==> src/rtl/multicycle_pkg.sv <==
// Shared encodings for the multicycle LEGv8 control sequencer: states, opcodes, ALU mux/op codes.
// Optional exception state is only reachable when MULTICYCLE_CTRL_EXC_EN is defined.
package multicycle_pkg;

  typedef enum logic [3:0] {
    FETCH  = 4'd0,
    DECODE = 4'd1,
    EXEC_R = 4'd2,
    WB_R   = 4'd3,
    ADDR   = 4'd4,
    MEM_RD = 4'd5,
    MEM_WR = 4'd6,
    WB_MEM = 4'd7,
    BRANCH = 4'd8,
    EXC    = 4'd9
  } state_t;

  localparam logic [10:0] OP_ADD  = 11'b10001011000;
  localparam logic [10:0] OP_SUB  = 11'b11001011000;
  localparam logic [10:0] OP_AND  = 11'b10001010000;
  localparam logic [10:0] OP_ORR  = 11'b10101010000;
  localparam logic [10:0] OP_LDUR = 11'b11111000010;
  localparam logic [10:0] OP_STUR = 11'b11111000000;
  // CBZ is identified by its top 8 bits only; the low 3 bits belong to the immediate.
  localparam logic [7:0]  OP_CBZ_HI = 8'b10110100;

  localparam logic [1:0] ALUB_REG      = 2'b00;
  localparam logic [1:0] ALUB_FOUR     = 2'b01;
  localparam logic [1:0] ALUB_SEXT     = 2'b10;
  localparam logic [1:0] ALUB_SEXT_SH2 = 2'b11;

  localparam logic [1:0] ALUOP_ADD   = 2'b00;
  localparam logic [1:0] ALUOP_PASSB = 2'b01;
  localparam logic [1:0] ALUOP_RTYPE = 2'b10;

  typedef struct packed {
    logic is_rtype;
    logic is_ldur;
    logic is_stur;
    logic is_cbz;
    logic is_illegal;
  } op_class_t;

endpackage

==> src/rtl/multicycle_controller_if.sv <==
// Control bundle between the sequencer (master) and the datapath (slave).
// The exc line exists only when MULTICYCLE_CTRL_EXC_EN is defined.
interface multicycle_controller_if;

  logic [10:0] op;
  logic        zero;
  logic        mem_ready;
  logic        pc_write;
  logic        pc_src;
  logic        ir_write;
  logic        mem_read;
  logic        mem_write;
  logic        reg_write;
  logic        reg2loc;
  logic        alu_src_a;
  logic [1:0]  alu_src_b;
  logic [1:0]  alu_op;
  logic        mem_to_reg;
  logic        instr_done;
  logic [3:0]  state;
`ifdef MULTICYCLE_CTRL_EXC_EN
  logic        exc;
`endif

  modport master (
    input  op, zero, mem_ready,
    output pc_write, pc_src, ir_write, mem_read, mem_write, reg_write, reg2loc,
    output alu_src_a, alu_src_b, alu_op, mem_to_reg, instr_done, state
`ifdef MULTICYCLE_CTRL_EXC_EN
    , output exc
`endif
  );

  modport slave (
    output op, zero, mem_ready,
    input  pc_write, pc_src, ir_write, mem_read, mem_write, reg_write, reg2loc,
    input  alu_src_a, alu_src_b, alu_op, mem_to_reg, instr_done, state
`ifdef MULTICYCLE_CTRL_EXC_EN
    , input exc
`endif
  );

endinterface

==> src/rtl/multicycle_controller_op_class_decode.sv <==
// Combinational opcode classifier: instr[31:21] -> one-hot instruction class.
// Exactly one class bit is set for any op; unknown encodings land in is_illegal.
module op_class_decode
  import multicycle_pkg::*;
(
  input  logic [10:0] i_op,
  output op_class_t   o_cls
);

  logic w_rtype;
  logic w_ldur;
  logic w_stur;
  logic w_cbz;

  always_comb begin
    w_rtype = (i_op == OP_ADD) || (i_op == OP_SUB) || (i_op == OP_AND) || (i_op == OP_ORR);
    w_ldur  = (i_op == OP_LDUR);
    w_stur  = (i_op == OP_STUR);
    w_cbz   = (i_op[10:3] == OP_CBZ_HI);

    o_cls            = '0;
    o_cls.is_rtype   = w_rtype;
    o_cls.is_ldur    = w_ldur;
    o_cls.is_stur    = w_stur;
    o_cls.is_cbz     = w_cbz;
    o_cls.is_illegal = !(w_rtype || w_ldur || w_stur || w_cbz);
  end

endmodule

==> src/rtl/multicycle_controller.sv <==
// Multicycle LEGv8 control sequencer: Moore-decoded enables, qualified by mem_ready/zero where noted.
// MULTICYCLE_CTRL_EXC_EN: illegal ops trap into a sticky EXC state instead of retiring as NOPs.
module multicycle_controller
  import multicycle_pkg::*;
(
  input  logic                          clk,
  input  logic                          reset,
  multicycle_controller_if.master       bus
);

  state_t    r_state;
  state_t    w_next;
  op_class_t w_cls;

  logic       w_pc_write;
  logic       w_pc_src;
  logic       w_ir_write;
  logic       w_mem_read;
  logic       w_mem_write;
  logic       w_reg_write;
  logic       w_reg2loc;
  logic       w_alu_src_a;
  logic [1:0] w_alu_src_b;
  logic [1:0] w_alu_op;
  logic       w_mem_to_reg;
  logic       w_instr_done;
`ifdef MULTICYCLE_CTRL_EXC_EN
  logic       w_exc;
`endif

  op_class_decode u_op_class_decode (
    .i_op  (bus.op),
    .o_cls (w_cls)
  );

  always_ff @(posedge clk) begin
    if (reset) begin
      r_state <= FETCH;
    end else begin
      r_state <= w_next;
    end
  end

  always_comb begin
    w_next = r_state;
    case (r_state)
      FETCH:   if (bus.mem_ready) w_next = DECODE;
      DECODE: begin
        if (w_cls.is_illegal) begin
`ifdef MULTICYCLE_CTRL_EXC_EN
          w_next = EXC;
`else
          w_next = FETCH;
`endif
        end else if (w_cls.is_rtype) begin
          w_next = EXEC_R;
        end else if (w_cls.is_ldur || w_cls.is_stur) begin
          w_next = ADDR;
        end else begin
          w_next = BRANCH;
        end
      end
      EXEC_R:  w_next = WB_R;
      WB_R:    w_next = FETCH;
      ADDR:    w_next = w_cls.is_ldur ? MEM_RD : MEM_WR;
      MEM_RD:  if (bus.mem_ready) w_next = WB_MEM;
      MEM_WR:  if (bus.mem_ready) w_next = FETCH;
      WB_MEM:  w_next = FETCH;
      BRANCH:  w_next = FETCH;
`ifdef MULTICYCLE_CTRL_EXC_EN
      EXC:     w_next = EXC;
`endif
      default: w_next = FETCH;
    endcase
  end

  // Everything is gated by reset so no enable can fire while an instruction is being aborted.
  always_comb begin
    w_pc_write   = 1'b0;
    w_pc_src     = 1'b0;
    w_ir_write   = 1'b0;
    w_mem_read   = 1'b0;
    w_mem_write  = 1'b0;
    w_reg_write  = 1'b0;
    w_reg2loc    = 1'b0;
    w_alu_src_a  = 1'b0;
    w_alu_src_b  = ALUB_REG;
    w_alu_op     = ALUOP_ADD;
    w_mem_to_reg = 1'b0;
    w_instr_done = 1'b0;
`ifdef MULTICYCLE_CTRL_EXC_EN
    w_exc        = 1'b0;
`endif
    if (!reset) begin
      case (r_state)
        FETCH: begin
          w_mem_read  = 1'b1;
          w_alu_src_b = ALUB_FOUR;
          w_ir_write  = bus.mem_ready;
          w_pc_write  = bus.mem_ready;
        end
        DECODE: begin
          w_alu_src_b = ALUB_SEXT_SH2;
`ifndef MULTICYCLE_CTRL_EXC_EN
          w_instr_done = w_cls.is_illegal;
`endif
        end
        EXEC_R: begin
          w_alu_src_a = 1'b1;
          w_alu_op    = ALUOP_RTYPE;
        end
        WB_R: begin
          w_reg_write  = 1'b1;
          w_instr_done = 1'b1;
        end
        ADDR: begin
          w_alu_src_a = 1'b1;
          w_alu_src_b = ALUB_SEXT;
          w_reg2loc   = w_cls.is_stur;
        end
        MEM_RD:  w_mem_read = 1'b1;
        MEM_WR: begin
          w_mem_write  = 1'b1;
          w_reg2loc    = 1'b1;
          w_instr_done = bus.mem_ready;
        end
        WB_MEM: begin
          w_reg_write  = 1'b1;
          w_mem_to_reg = 1'b1;
          w_instr_done = 1'b1;
        end
        BRANCH: begin
          w_reg2loc    = 1'b1;
          w_alu_src_a  = 1'b1;
          w_alu_op     = ALUOP_PASSB;
          w_pc_src     = 1'b1;
          w_pc_write   = bus.zero;
          w_instr_done = 1'b1;
        end
`ifdef MULTICYCLE_CTRL_EXC_EN
        EXC:     w_exc = 1'b1;
`endif
        default: ;
      endcase
    end
  end

  assign bus.pc_write   = w_pc_write;
  assign bus.pc_src     = w_pc_src;
  assign bus.ir_write   = w_ir_write;
  assign bus.mem_read   = w_mem_read;
  assign bus.mem_write  = w_mem_write;
  assign bus.reg_write  = w_reg_write;
  assign bus.reg2loc    = w_reg2loc;
  assign bus.alu_src_a  = w_alu_src_a;
  assign bus.alu_src_b  = w_alu_src_b;
  assign bus.alu_op     = w_alu_op;
  assign bus.mem_to_reg = w_mem_to_reg;
  assign bus.instr_done = w_instr_done;
  assign bus.state      = reset ? FETCH : r_state;
`ifdef MULTICYCLE_CTRL_EXC_EN
  assign bus.exc        = w_exc;
`endif

endmodule
==> src/flat_wrapper.sv <==
// flat-port wrapper written by rule: the top's interface ports become plain ports
module multicycle_controller_flat import multicycle_pkg::*;
  (clk, reset, bus_op, bus_zero, bus_mem_ready, bus_pc_write, bus_pc_src, bus_ir_write, bus_mem_read, bus_mem_write, bus_reg_write, bus_reg2loc, bus_alu_src_a, bus_alu_src_b, bus_alu_op, bus_mem_to_reg, bus_instr_done, bus_state);
  multicycle_controller_if bus_i ();
  input  logic clk;
  input  logic reset;
  input wire logic [$bits(bus_i.op)-1:0] bus_op;
  input wire logic [$bits(bus_i.zero)-1:0] bus_zero;
  input wire logic [$bits(bus_i.mem_ready)-1:0] bus_mem_ready;
  output wire logic [$bits(bus_i.pc_write)-1:0] bus_pc_write;
  output wire logic [$bits(bus_i.pc_src)-1:0] bus_pc_src;
  output wire logic [$bits(bus_i.ir_write)-1:0] bus_ir_write;
  output wire logic [$bits(bus_i.mem_read)-1:0] bus_mem_read;
  output wire logic [$bits(bus_i.mem_write)-1:0] bus_mem_write;
  output wire logic [$bits(bus_i.reg_write)-1:0] bus_reg_write;
  output wire logic [$bits(bus_i.reg2loc)-1:0] bus_reg2loc;
  output wire logic [$bits(bus_i.alu_src_a)-1:0] bus_alu_src_a;
  output wire logic [$bits(bus_i.alu_src_b)-1:0] bus_alu_src_b;
  output wire logic [$bits(bus_i.alu_op)-1:0] bus_alu_op;
  output wire logic [$bits(bus_i.mem_to_reg)-1:0] bus_mem_to_reg;
  output wire logic [$bits(bus_i.instr_done)-1:0] bus_instr_done;
  output wire logic [$bits(bus_i.state)-1:0] bus_state;
  assign bus_i.op = bus_op;
  assign bus_i.zero = bus_zero;
  assign bus_i.mem_ready = bus_mem_ready;
  assign bus_pc_write = bus_i.pc_write;
  assign bus_pc_src = bus_i.pc_src;
  assign bus_ir_write = bus_i.ir_write;
  assign bus_mem_read = bus_i.mem_read;
  assign bus_mem_write = bus_i.mem_write;
  assign bus_reg_write = bus_i.reg_write;
  assign bus_reg2loc = bus_i.reg2loc;
  assign bus_alu_src_a = bus_i.alu_src_a;
  assign bus_alu_src_b = bus_i.alu_src_b;
  assign bus_alu_op = bus_i.alu_op;
  assign bus_mem_to_reg = bus_i.mem_to_reg;
  assign bus_instr_done = bus_i.instr_done;
  assign bus_state = bus_i.state;
  multicycle_controller u_core (.clk(clk), .reset(reset), .bus(bus_i));
endmodule
==> config.mk <==
export PLATFORM = sky130hd
export DESIGN_NAME = multicycle_controller_flat
export DESIGN_NICKNAME = d
export VERILOG_FILES = /design/src/rtl/multicycle_pkg.sv /design/src/rtl/multicycle_controller_if.sv /design/src/rtl/multicycle_controller_op_class_decode.sv /design/src/rtl/multicycle_controller.sv /design/src/flat_wrapper.sv
export SDC_FILE = /design/constraint.sdc
export NUM_CORES = 1
export LEC_CHECK = 0
export CAP_MARGIN = 40
export CORE_MARGIN = 1.5
export CORE_UTILIZATION = 40
export CTS_BUF_LIST = sky130_fd_sc_hd__clkbuf_2
export DETAILED_ROUTE_END_ITERATION = 10
export GPL_ROUTABILITY_DRIVEN = 0
export PLACE_DENSITY = 0.85
export REMOVE_ABC_BUFFERS = 1
export SYNTH_ARGS = -nofsm -noshare
export SYNTH_HDL_FRONTEND = slang
export SYNTH_SLANG_ARGS = --single-unit
==> constraint.sdc <==
create_clock -name clk -period 3.5 [get_ports clk]
set_input_delay 0.875 -clock clk [delete_from_list [all_inputs] [get_ports clk]]
set_output_delay 0.875 -clock clk [all_outputs]
set_load 0.05 [all_outputs]
# Yosys cells after proc, flatten, opt, wreduce, memory -nomap -nowiden
# Cells that the tools add are included.
# word_totals
out_inout_bits	18
wordCells	67
regBits	4
# op_classes
mux	33
eq_ne	18
reduce_logical	15
# op_table
cell	count
$eq 11x11->1 const B	6
$mux 4	7
$pmux 4 s6	1
$mux 1	17
$eq 4x3->1 const B	4
$eq 4x2->1 const B	2
$eq 8x8->1 const B	1
$logic_or 1x1->1	7
$mux 2	3
$ne 2x2->1 const B	3
$pmux 2 s3	1
$reduce_or 2->1	3
$reduce_or 3->1	2
$eq 4x1->1 const B	1
$eq 4x4->1 const B	1
$logic_not 4->1	1
$pmux 1 s2	2
$pmux 2 s2	1
$pmux 1 s3	1
$reduce_and 3->1	1
$logic_not 1->1	1

# Depth between registers and ports, before layout
# depth
word_depth	10
mapped_depth	5
ltp_nobuf	4

# By module
# A second synthesis with hierarchy kept.
# unflattened
hier_cells	92
hier_area_um2	599.3
# modules_own_cells
module	seq_area_each_um2	area_each_um2	cells_each	instances
multicycle_controller	80.1	462.9	74	1
op_class_decode	0.0	136.4	18	1

# Worst setup path before layout
# Ideal clock, no wire load.
# synth_timing
path_kind	in2out
startpoint	input reset
endpoint	output bus_reg2loc
required_ps	2625
n_path_buf	0
path_slack_ps	-438
arrival_ps	3063
stages	2
cell_sequence	nor4_1 > or3_1
# synth_between
elab_chain_len	1
# synth_rtl
item	line_no	rtl
from (decl)	flat_wrapper.sv:6	input logic reset;
$mux 1	multicycle_controller.sv:94	if (!reset) begin
to (decl)	flat_wrapper.sv:16	output wire logic [$bits(bus_i.reg2loc)-1:0] bus_reg2loc;
# Every way passes these cells.

# Worst setup path in the final report
# layout_timing
startpoint	input bus_op[3]
endpoint	output bus_reg2loc
# layout_between
elab_chain_len	3
# layout_rtl
item	line_no	rtl
from (decl)	flat_wrapper.sv:7	input wire logic [$bits(bus_i.op)-1:0] bus_op;
$eq 11x11->1	multicycle_controller_op_class_decode.sv:18	w_stur = (i_op == OP_STUR);
$pmux 1 s2	multicycle_controller.sv:95	case (r_state)
$mux 1	multicycle_controller.sv:94	
# Every way passes these cells.

==> impl_results.rst <==
.. list-table::
   :header-rows: 1

   * - Metric
     - Value
   * - Clock tree from TritonCTS
     - done
   * - Gate Count Post-Synth
     - 77
   * - Min Clock Period, post-route
     - between 3000 and 4000 ps
   * - Capture instance of the worst register-to-register path
     - u_core.r_state[1]$_SDFFE_PP0P_
   * - First-pass GRT wire length
     - around 2600 µm
   * - Routed WL per cell
     - 14.7 µm
   * - Register-to-Register Path Depth
     - 3
   * - Post-layout worst setup margin
     - 110 ps
   * - Reg clk slew, reported paths
     - 50 ps
   * - Number of setup violations in the final report
     - 0
   * - Area share of and/or/nand/nor cells after synthesis
     - 0.513
   * - Area fraction of the dominant cell type after synthesis
     - 0.149
   * - Hold-fix buffers at CTS
     - 0
   * - Share of layout cells above drive strength 1
     - 0.248
   * - DIE WIDTH
     - 39.6 µm
   * - End point of the worst hold path
     - u_core.r_state[0]$_SDFFE_PP0P_
   * - Number of vias per cell
     - approximately 6.0
   * - CP peak stage delay
     - between 400 and 500 ps
   * - Final Hold Fails
     - 0
   * - Area taken by flip-flops and latches
     - 80.1 µm²
   * - Boundary Pins
     - 33
   * - Layout Skew
     - 3.68 ps
   * - Run status
     - completed
   * - Total DRC errors in the routed layout
     - 0
   * - Initial cell density of the core
     - 0.423
   * - Worst setup slack before clock tree synthesis
     - 78.5 ps
   * - Setup repair after global routing missed its margin
     - false
   * - Yosys reg bits
     - 4
   * - Post-route met1 wirelength
     - 720 µm
   * - Library cell occupying the most area in the post-synthesis netlist
     - dfxtp_1
   * - Min-Delay Startpoint
     - u_core.r_state[1]$_SDFFE_PP0P_
   * - Reg-to-reg critical path startpoint
     - u_core.r_state[2]$_SDFFE_PP0P_
   * - Num CTS Buffers
     - 3
   * - Worst min-delay path category
     - register to register
   * - Crit path cell chain
     - clkdlybuf4s50_1 -> nand4b_1 -> or2_4 -> nor4_1 -> or3_1 -> buf_12
   * - Root buffer cell
     - clkbuf_2
   * - Max-cap violation count
     - 0
   * - Top achievable clock speed
     - 295 MHz
   * - Static leakage
     - 0.415 nW
   * - Met2 routed wirelength
     - 966 µm
   * - Max-slew headroom at the worst pin
     - 0.592
   * - Mean Syn Cell Area
     - 6.97 µm²
   * - Syn Std Cell Area
     - 537 µm²
   * - Via count of the first global-routing pass
     - 619
   * - Floorplan Core Area
     - 1270 µm²
   * - Remaining global-route overflow
     - 0
   * - Multi-input gate area
     - 418 µm²
   * - Number of antenna violations at the first check in global routing
     - 0
   * - Final Net Count
     - 126
   * - Type of the worst setup path
     - primary input to output pin
   * - Worst Path Max Fanout
     - 4
   * - Setup fix buffers added after clock tree synthesis
     - 0
   * - H-tree lvl count
     - 1
   * - Arrival time at the worst endpoint
     - 2520 ps
   * - Count leader, synth
     - nor2_1
   * - Flip-flop count of the largest register after layout
     - 4
   * - Maximum ir drop on the vdd rail
     - 0.106 mV
   * - Reg2Reg Setup Slack
     - 1900 ps
   * - Die boundary height
     - 39.6 µm
   * - Uppermost layer routed
     - met4
   * - Largest Register
     - u_core.r_state
   * - Amount of wire on met3 after detailed routing
     - around 110 µm
   * - Fraction of registers with async set/reset
     - 0
   * - Kind of start point of the critical path
     - primary input
   * - Cell area power density
     - approximately 160 nW/µm²
   * - Antenna violation net count after detailed routing
     - 0
   * - Number of rows created at floorplan
     - 13
   * - Slowest cell on the critical path
     - clkdlybuf4s50_1
   * - Transition time at the pin with the least slew margin
     - 611 ps
   * - Worst hold slack across all endpoints
     - 707 ps
   * - TritonRoute pass-1 iters
     - 4
   * - Mux contribution to synthesized area
     - 0.0186
   * - Total of warnings raised by yosys
     - 0
   * - IO buf count
     - 32
   * - # resized after CTS
     - 0
   * - Clk sink count
     - 4
   * - Crit. End Element
     - output pin
   * - Main combinational cell family by area after synthesis
     - simple AND/OR/NAND/NOR gates
   * - Seq/Total Area, Yosys
     - 0.149
   * - Detailed-placement wirelength estimate
     - 1410 µm
   * - Total Power Consumption
     - 0.000165 W
   * - Total wire length after detailed routing
     - between 1500 and 2000 µm
   * - Worst Hold Depth
     - 2
   * - Registers with the most flip-flops
     - u_core.r_state (4)
   * - DR iter-0 viols
     - 19
   * - Syn-to-layout area delta
     - 90.0%
   * - Count of cell types in the netlist
     - 34
   * - Number of filler cells placed in the layout
     - between 80 and 90
   * - Max-slew violations
     - 0
   * - Top cells by area, synth
     - dfxtp_1 15%, nor2_1 8.4%, nor4_1 7.0%, nor4b_4 4.4%, a21oi_1 3.7%
   * - Post-synth top cells
     - 12 x nor2_1, 6 x nor4_1
   * - GRT Util Overall
     - 0.256
   * - Inserted Diodes
     - 0
   * - Count of flip-flops with a built-in enable after synthesis
     - 0
   * - Number of vias in the routed layout
     - 744
   * - Maximum buffer depth of the clock tree
     - 2
   * - Pin count of the biggest net entering global routing
     - 21
   * - Xor/xnor cell area share of the yosys netlist
     - 0.0326
   * - Worst-Skew Late Latency
     - approximately 220 ps
   * - Total die area
     - roughly 1600 µm²
   * - Ys flop type
     - dfxtp_1
   * - Adder and majority gate portion of the synthesized area
     - 0
   * - Final worst path period share
     - 0.969
   * - Compound-cell area share of the yosys netlist
     - 0.214
   * - Data required time at the worst endpoint
     - 2620 ps
kinds of logic after synthesis:
| logic type | Yosys count |
|---|---|
| muxes | 1 |
| buffers and inverters | 9 |
| DFF | 4 |
| and+or+nand+nor | 45 |
| xor gates and xnor gates | 2 |
| AOI/OAI and AO/OA | 16 |
stage by stage:
step                      instance area, µm²  cells  TNS [ps]  utilization
after floorplan                          505     70      -860            -
after global placement                  1000    121         0        0.792
after detailed placement                1000    121         0        0.792
after CTS                               1020    124         0        0.804
after global routing                    1020    124         0        0.804
final                                   1020    124         0        0.804
how the worst max path moves through the flow:
stage              start           to  slack (ps)  cells after the start
2_1_floorplan      reset  bus_reg2loc        -440                      2
3_3_place_gp   bus_op[5]  bus_reg2loc         250                      6
3_5_place_dp   bus_op[5]  bus_reg2loc          80                      6
4_1_cts        bus_op[5]  bus_reg2loc          60                      6
5_1_grt        bus_op[2]  bus_reg2loc          40                      6
6_report       bus_op[3]  bus_reg2loc         110                      6
placed cells by master, fill, tap and decap left out, types with 2 or more instances in the layout:
master and n:
a21oi_1 4, and2_1 3, buf_12 14, buf_4 8, clkbuf_2 3, clkdlybuf4s50_1 14
dfxtp_1 4, inv_1 2, nand2_1 4, nand2b_1 3, nand3_1 2, nor2_1 12
nor2b_1 2, nor3_1 3, nor4_1 6, o2111ai_1 2, o21ai_0 3, xnor2_1 2
layout make-up:
class	count	area share
clock buffers	3	0.0147
inverters	2	0.00736
multi-input cells	64	0.410
flip-flops and latches	4	0.0785
well taps	15	0.0184
repair buffers	36	0.471
critical path, delay by kind of cell:
family        cells  cell delay (ps)
simple gates      4             1050
buf+inv           2              590
power breakdown:
group	leakage [nW]	total [W]	switching, W	internal (W)
clock network	0.0125	0.0000449	0.0000218	0.0000231
logic	0.370	0.0000708	0.0000337	0.0000371
registers	0.0324	0.0000496	0.00000321	0.0000463
routing by layer:
layer  track usage  up-vias
met2         0.443       39
met4         0.121        0
met5             0        -
li1              -      358
met3        0.0341        4
met1         0.304      343
Power figures use the tool's default switching activity.
